### src/rtl/pixel_stream_source.sv
// Raster pixel source: reads an IMG_W x IMG_H frame from a 1-cycle BRAM
// and streams it out one pixel per cycle, with optional line blanking.
//
// Ports:
//   sys_clk, sys_rst      clock, synchronous active-high reset
//   start, num_frames     begin streaming; frame count (0 = continuous)
//   abort                 stop streaming at the next edge
//   mem_rd_en, mem_addr   registered BRAM read strobe and address
//   mem_rdata             BRAM data, valid the cycle after mem_rd_en
//   data, data_valid      pixel stream to downstream
//   frame_done            pulse alongside the last pixel of each frame
//   busy                  high from start acceptance until stream end
module pixel_stream_source #(
    parameter int DATA_W = 10,
    parameter int IMG_W  = 128,
    parameter int IMG_H  = 128,
    parameter int ADDR_W = 14,
    parameter int HBLANK = 0
) (
    input  logic              sys_clk,
    input  logic              sys_rst,
    input  logic              start,
    input  logic [7:0]        num_frames,
    input  logic              abort,
    output logic              mem_rd_en,
    output logic [ADDR_W-1:0] mem_addr,
    input  logic [DATA_W-1:0] mem_rdata,
    output logic [DATA_W-1:0] data,
    output logic              data_valid,
    output logic              frame_done,
    output logic              busy
);

    localparam int COL_W = (IMG_W > 1) ? $clog2(IMG_W) : 1;
    localparam int ROW_W = (IMG_H > 1) ? $clog2(IMG_H) : 1;

    localparam logic [COL_W-1:0]  COL_LAST   = COL_W'(IMG_W - 1);
    localparam logic [ROW_W-1:0]  ROW_LAST   = ROW_W'(IMG_H - 1);
    localparam logic [ADDR_W-1:0] LAST_ADDR  = ADDR_W'(IMG_W * IMG_H - 1);
    localparam logic [7:0]        BLANK_LAST = 8'((HBLANK > 0) ? HBLANK - 1 : 0);
    localparam bit                HAS_BLANK  = (HBLANK > 0);

    typedef enum logic [1:0] {
        IDLE,
        ACTIVE,
        BLANK,
        FLUSH
    } state_t;

    state_t            state;
    logic [COL_W-1:0]  col;
    logic [ROW_W-1:0]  row;
    logic [7:0]        frame_cnt;
    logic [7:0]        nf_lat;
    logic [7:0]        blank_cnt;
    logic [DATA_W-1:0] data_hold;

    logic line_end;
    logic frame_end;
    logic last_frame;

    assign line_end   = (col == COL_LAST);
    assign frame_end  = line_end && (row == ROW_LAST);
    assign last_frame = (nf_lat != 8'd0) && ((frame_cnt + 8'd1) == nf_lat);

    // The returning BRAM word is presented directly in its valid cycle
    // and captured so the output holds it while data_valid is low.
    assign data = data_valid ? mem_rdata : data_hold;

    always_ff @(posedge sys_clk) begin
        if (sys_rst) begin
            state      <= IDLE;
            col        <= '0;
            row        <= '0;
            frame_cnt  <= '0;
            nf_lat     <= '0;
            blank_cnt  <= '0;
            data_hold  <= '0;
            mem_rd_en  <= 1'b0;
            mem_addr   <= '0;
            data_valid <= 1'b0;
            frame_done <= 1'b0;
            busy       <= 1'b0;
        end else begin
            data_valid <= mem_rd_en;
            frame_done <= mem_rd_en && (mem_addr == LAST_ADDR);
            if (data_valid) begin
                data_hold <= mem_rdata;
            end

            if (abort) begin
                // A read already issued still returns; nothing new starts.
                mem_rd_en <= 1'b0;
                if (state == ACTIVE || state == BLANK) begin
                    state <= FLUSH;
                end else begin
                    state <= IDLE;
                    busy  <= 1'b0;
                end
            end else begin
                unique case (state)
                    IDLE: begin
                        if (start) begin
                            state     <= ACTIVE;
                            busy      <= 1'b1;
                            mem_rd_en <= 1'b1;
                            mem_addr  <= '0;
                            col       <= '0;
                            row       <= '0;
                            frame_cnt <= '0;
                            blank_cnt <= '0;
                            nf_lat    <= num_frames;
                        end
                    end
                    ACTIVE: begin
                        mem_addr <= frame_end ? '0 : mem_addr + ADDR_W'(1);
                        col      <= line_end ? '0 : col + COL_W'(1);
                        if (line_end) begin
                            row <= frame_end ? '0 : row + ROW_W'(1);
                        end
                        if (frame_end) begin
                            frame_cnt <= frame_cnt + 8'd1;
                        end
                        if (frame_end && last_frame) begin
                            state     <= FLUSH;
                            mem_rd_en <= 1'b0;
                        end else if (HAS_BLANK && line_end) begin
                            state     <= BLANK;
                            mem_rd_en <= 1'b0;
                            blank_cnt <= '0;
                        end else begin
                            mem_rd_en <= 1'b1;
                        end
                    end
                    BLANK: begin
                        if (blank_cnt == BLANK_LAST) begin
                            state     <= ACTIVE;
                            mem_rd_en <= 1'b1;
                        end else begin
                            blank_cnt <= blank_cnt + 8'd1;
                        end
                    end
                    FLUSH: begin
                        state <= IDLE;
                        busy  <= 1'b0;
                    end
                    default: begin
                        state <= IDLE;
                    end
                endcase
            end
        end
    end

endmodule
### config.mk
export PLATFORM = sky130hd
export DESIGN_NAME = pixel_stream_source
export DESIGN_NICKNAME = d
export VERILOG_FILES = /design/src/rtl/pixel_stream_source.sv
export SDC_FILE = /design/constraint.sdc
export NUM_CORES = 1
export LEC_CHECK = 0
export CORE_ASPECT_RATIO = 0.5
export CORE_UTILIZATION = 54
export DETAILED_ROUTE_END_ITERATION = 7
export GPL_ROUTABILITY_DRIVEN = 0
export GPL_TIMING_DRIVEN = 0
export PLACE_DENSITY = 0.9
export SLEW_MARGIN = 20
export SYNTH_ARGS = -nofsm -noshare
export SYNTH_HDL_FRONTEND = slang
export SYNTH_SLANG_ARGS = --single-unit
### constraint.sdc
create_clock -name sys_clk -period 2.6 [get_ports sys_clk]
set_input_delay 0.52 -clock sys_clk [delete_from_list [all_inputs] [get_ports sys_clk]]
set_output_delay 0.52 -clock sys_clk [all_outputs]
set_load 0.02 [all_outputs]
==> summary.md <==
| Metric | Value |
|---|---|
| Status | `complete, no violations` |
| Place WS | `0.114 ns` |
| Vias per cell | `between 5 and 6` |
| Pwr Total | `2.66 mW` |
| Clk_lat worst skew | `0.33 ns` |
| Number of buffers added on ports | `approximately 50` |
| ANT cells | `0` |
| I/O pin cnt | `50` |
| Post-layout min period | `roughly 2.4 ns` |
| Setup Skew | `0.00369 ns` |
| Grt total ovfl | `0` |
| Final setup violation count | `0` |
| H-tree Lvls | `3` |
| Synthesized cell area | `approximately 3400 um2` |
| Max_cap viols | `0` |
| Bufs on Longest Clock Path | `2` |
| CTS tree | `done` |
| PD cells | `624 nW/um2` |
| Vias | `2999` |
| Synthesis-stage register bit count | `68` |
| Final HPWL DP | `5.39 mm` |
| DRT Pass-1 Iters | `4` |
| Post-Syn Instances | `between 300 and 400` |
| Die area | `between 6000 and 7000 um2` |
| Fill count | `418` |
| Setup Total Neg Slack | `0 ns` |
| Reg clk slew, reported paths | `0.05 ns` |
| Antenna viol nets, final | `0` |
| CTS Sinks | `68` |
| Sequential area share after synthesis | `40.5%` |
| CP Class | `reg2reg` |
| Final Max Slew Viols | `0` |
| Async set-reset flop share out of synthesis | `0%` |
| Final period util | `about 93%` |
| Unrepaired setup endpoints after global routing | `no` |
| First-pass GRT wire length | `12.8 mm` |
| DRT iter0 DRCs | `167` |
| Slew @ Worst Pin | `0.811 ns` |
| Multi-input gate area | `between 1500 and 2000 um2` |
| Sequential cell area | `around 1400 um2` |
| Maximum clock rate | `around 0.42 GHz` |
| Static leakage | `1.59 nW` |
| WP data arrival | `2.61 ns` |
| Placed cells | `roughly 530` |
| Starting Density | `about 60%` |
| Slew HR | `45.5%` |
| Post-synth EDFFs | `0` |
| Num CTS Buffers | `9` |
| Post-CTS Resized | `0` |
| Mapped Avg Cell Area | `8.54 um2` |
| WL final | `roughly 7.8 mm` |
| DRC violations left | `0` |
| Layout cells sized above 1 | `between 8 and 9%` |
| Startpoint types | `flop` |
| Hold Crit Class | `reg2reg` |
| Maximum VDD drop | `0.334 mV` |
| Routed len/inst | `14.4 um` |
| Clk root buf | `clkbuf_16` |
| Worst Slack Setup Final | `0.192 ns` |
| Distinct cells, synth | `47` |
| Synth warn | `0` |
| Top FF cell, synth | `dfxtp_1` |
| Final hold violation count | `0` |
| Area Overhead vs Synth | `26.6%` |
| Crit-path max FO | `10` |
| Net Count, Synth | `427` |
| Worst path required time | `2.80 ns` |
| Layout Nets | `486` |
| Crit. End Element | `flop` |
| Hold buffer count at CTS | `0` |
| Die Span Y | `between 50 and 60 um` |
| Total GRT Usage | `between 20% and 30%` |
| Total core area | `5730 um2` |
| Setup bufs post-CTS | `0` |
| Largest net degree at the start of global routing | `11` |
| Final instance count without filler cells | `541` |
| Vias in the first global route | `2779` |
| Chip width | `between 100 and 150 um` |
| Initial antenna violation count | `0` |
| Row count | `19` |
sequential cells by signal, indices dropped and copies added (netlist names):
| name | cells |
|---|---|
| blank_cnt | 8 |
| busy | 1 |
| col | 7 |
| data_hold | 10 |
| data_valid | 1 |
| frame_cnt | 8 |
| frame_done | 1 |
| mem_addr | 14 |
| mem_rd_en | 1 |
| nf_lat | 8 |
| row | 7 |
| state | 2 |
critical path, stage by stage (launching register included):
cell      delay, ns
dfxtp_1        0.43
inv_1          0.10
ha_1           0.25
nand2b_1       0.18
a21oi_1        0.44
clkbuf_1       0.47
o21ai_0        0.17
a21oi_1        0.18
nor2_1         0.05
final timing paths:
kind | startpoint | end | slack [ns] | depth (start not counted)
worst max-delay path | state[1]$_SDFFE_PP0P_ | mem_addr[10]$_SDFFE_PP0P_ | 0.19 | 8
worst min-delay path | mem_addr[13]$_SDFFE_PP0P_ | frame_done$_SDFF_PP0_ | 0.46 | 2
worst max register to register | state[1]$_SDFFE_PP0P_ | mem_addr[10]$_SDFFE_PP0P_ | 0.19 | 8
worst min register to register | mem_addr[13]$_SDFFE_PP0P_ | frame_done$_SDFF_PP0_ | 0.46 | 2
placed cells by master (no fill, tap or decap), drive strengths merged, types with 4 or more instances in the layout:
master,n
dfxtp,68
nand2,50
clkdlybuf4s50,49
nor2,47
clkbuf,29
a21oi,28
xor2,23
nand3,18
nor2b,12
nor3,11
ha,11
mux2,10
nand2b,9
nand4,9
xnor2,9
o21ai,7
and3,6
inv,5
o21a,5
nor4,5
a21o,5
or2,4
power by group:
part	total [mW]	internal (mW)	switching [mW]
Combinational	0.324	0.147	0.176
Clock	1.24	0.815	0.423
Sequential	1.09	1.07	0.0248
Total	2.66	2.03	0.624
per-layer routing:
metal / part of all wire [%] / GRT usage, %
met2: 47 / 43.7
met1: 44 / 30.8
met5: 0 / 0
met4: 1.7 / 12.0
met3: 6.9 / 7.74
synthesized netlist by cell type (4+ instances only):
| cell | instances | area, um2 |
|---|---|---|
| xor2_1 | 23 | 201 |
| clkbuf_8 | 4 | 55.1 |
| inv_1 | 5 | 18.8 |
| or2_2 | 4 | 25.0 |
| nor2b_1 | 12 | 75.1 |
| xnor2_1 | 9 | 78.8 |
| nor4_1 | 5 | 31.3 |
| nand3_1 | 17 | 85.1 |
| o21ai_0 | 7 | 35.0 |
| nand2b_1 | 9 | 56.3 |
| dfxtp_1 | 68 | 1360 |
| ha_1 | 11 | 138 |
| clkbuf_1 | 10 | 37.5 |
| nand2_1 | 50 | 188 |
| and3_1 | 6 | 37.5 |
| a21oi_1 | 28 | 140 |
| o21a_1 | 5 | 37.5 |
| nor2_1 | 47 | 176 |
| mux2_2 | 10 | 113 |
| nor3_1 | 11 | 55.1 |
| nand4_1 | 9 | 56.3 |
| a21o_1 | 4 | 30.0 |
logic make-up after synthesis:
family          share of synthesized area (%)
simple gates                             26.7
flops                                    40.5
compound gates                           12.3
xor+xnor                                 8.33
buf+inv                                  4.17
mux                                      3.94
fa+ha+maj                                4.09
area by class of cell:
class / instances / area share (%)
Buffer: 17 / 2.76
Clock buffer: 14 / 6.43
Clock inverter: 1 / 0.705
Inverter: 5 / 0.441
Multi-Input combinational cell: 303 / 43.7
Sequential cell: 68 / 32.0
Tap cell: 84 / 2.47
Timing Repair Buffer: 49 / 11.5
per-stage QoR:
step | cell area (um2) | hold slack (ns) | utilization [%]
after CTS | 4260 | 0.461 | 74.4
after global routing | 4260 | 0.487 | 74.3
after detailed placement | 3960 | 0.451 | 69.1
after floorplan | 3360 | 0.437 | -
final | 4260 | 0.465 | 74.3
after global placement | 3960 | 0.448 | 69.1
Note: power is estimated with default switching activity, not from simulation.
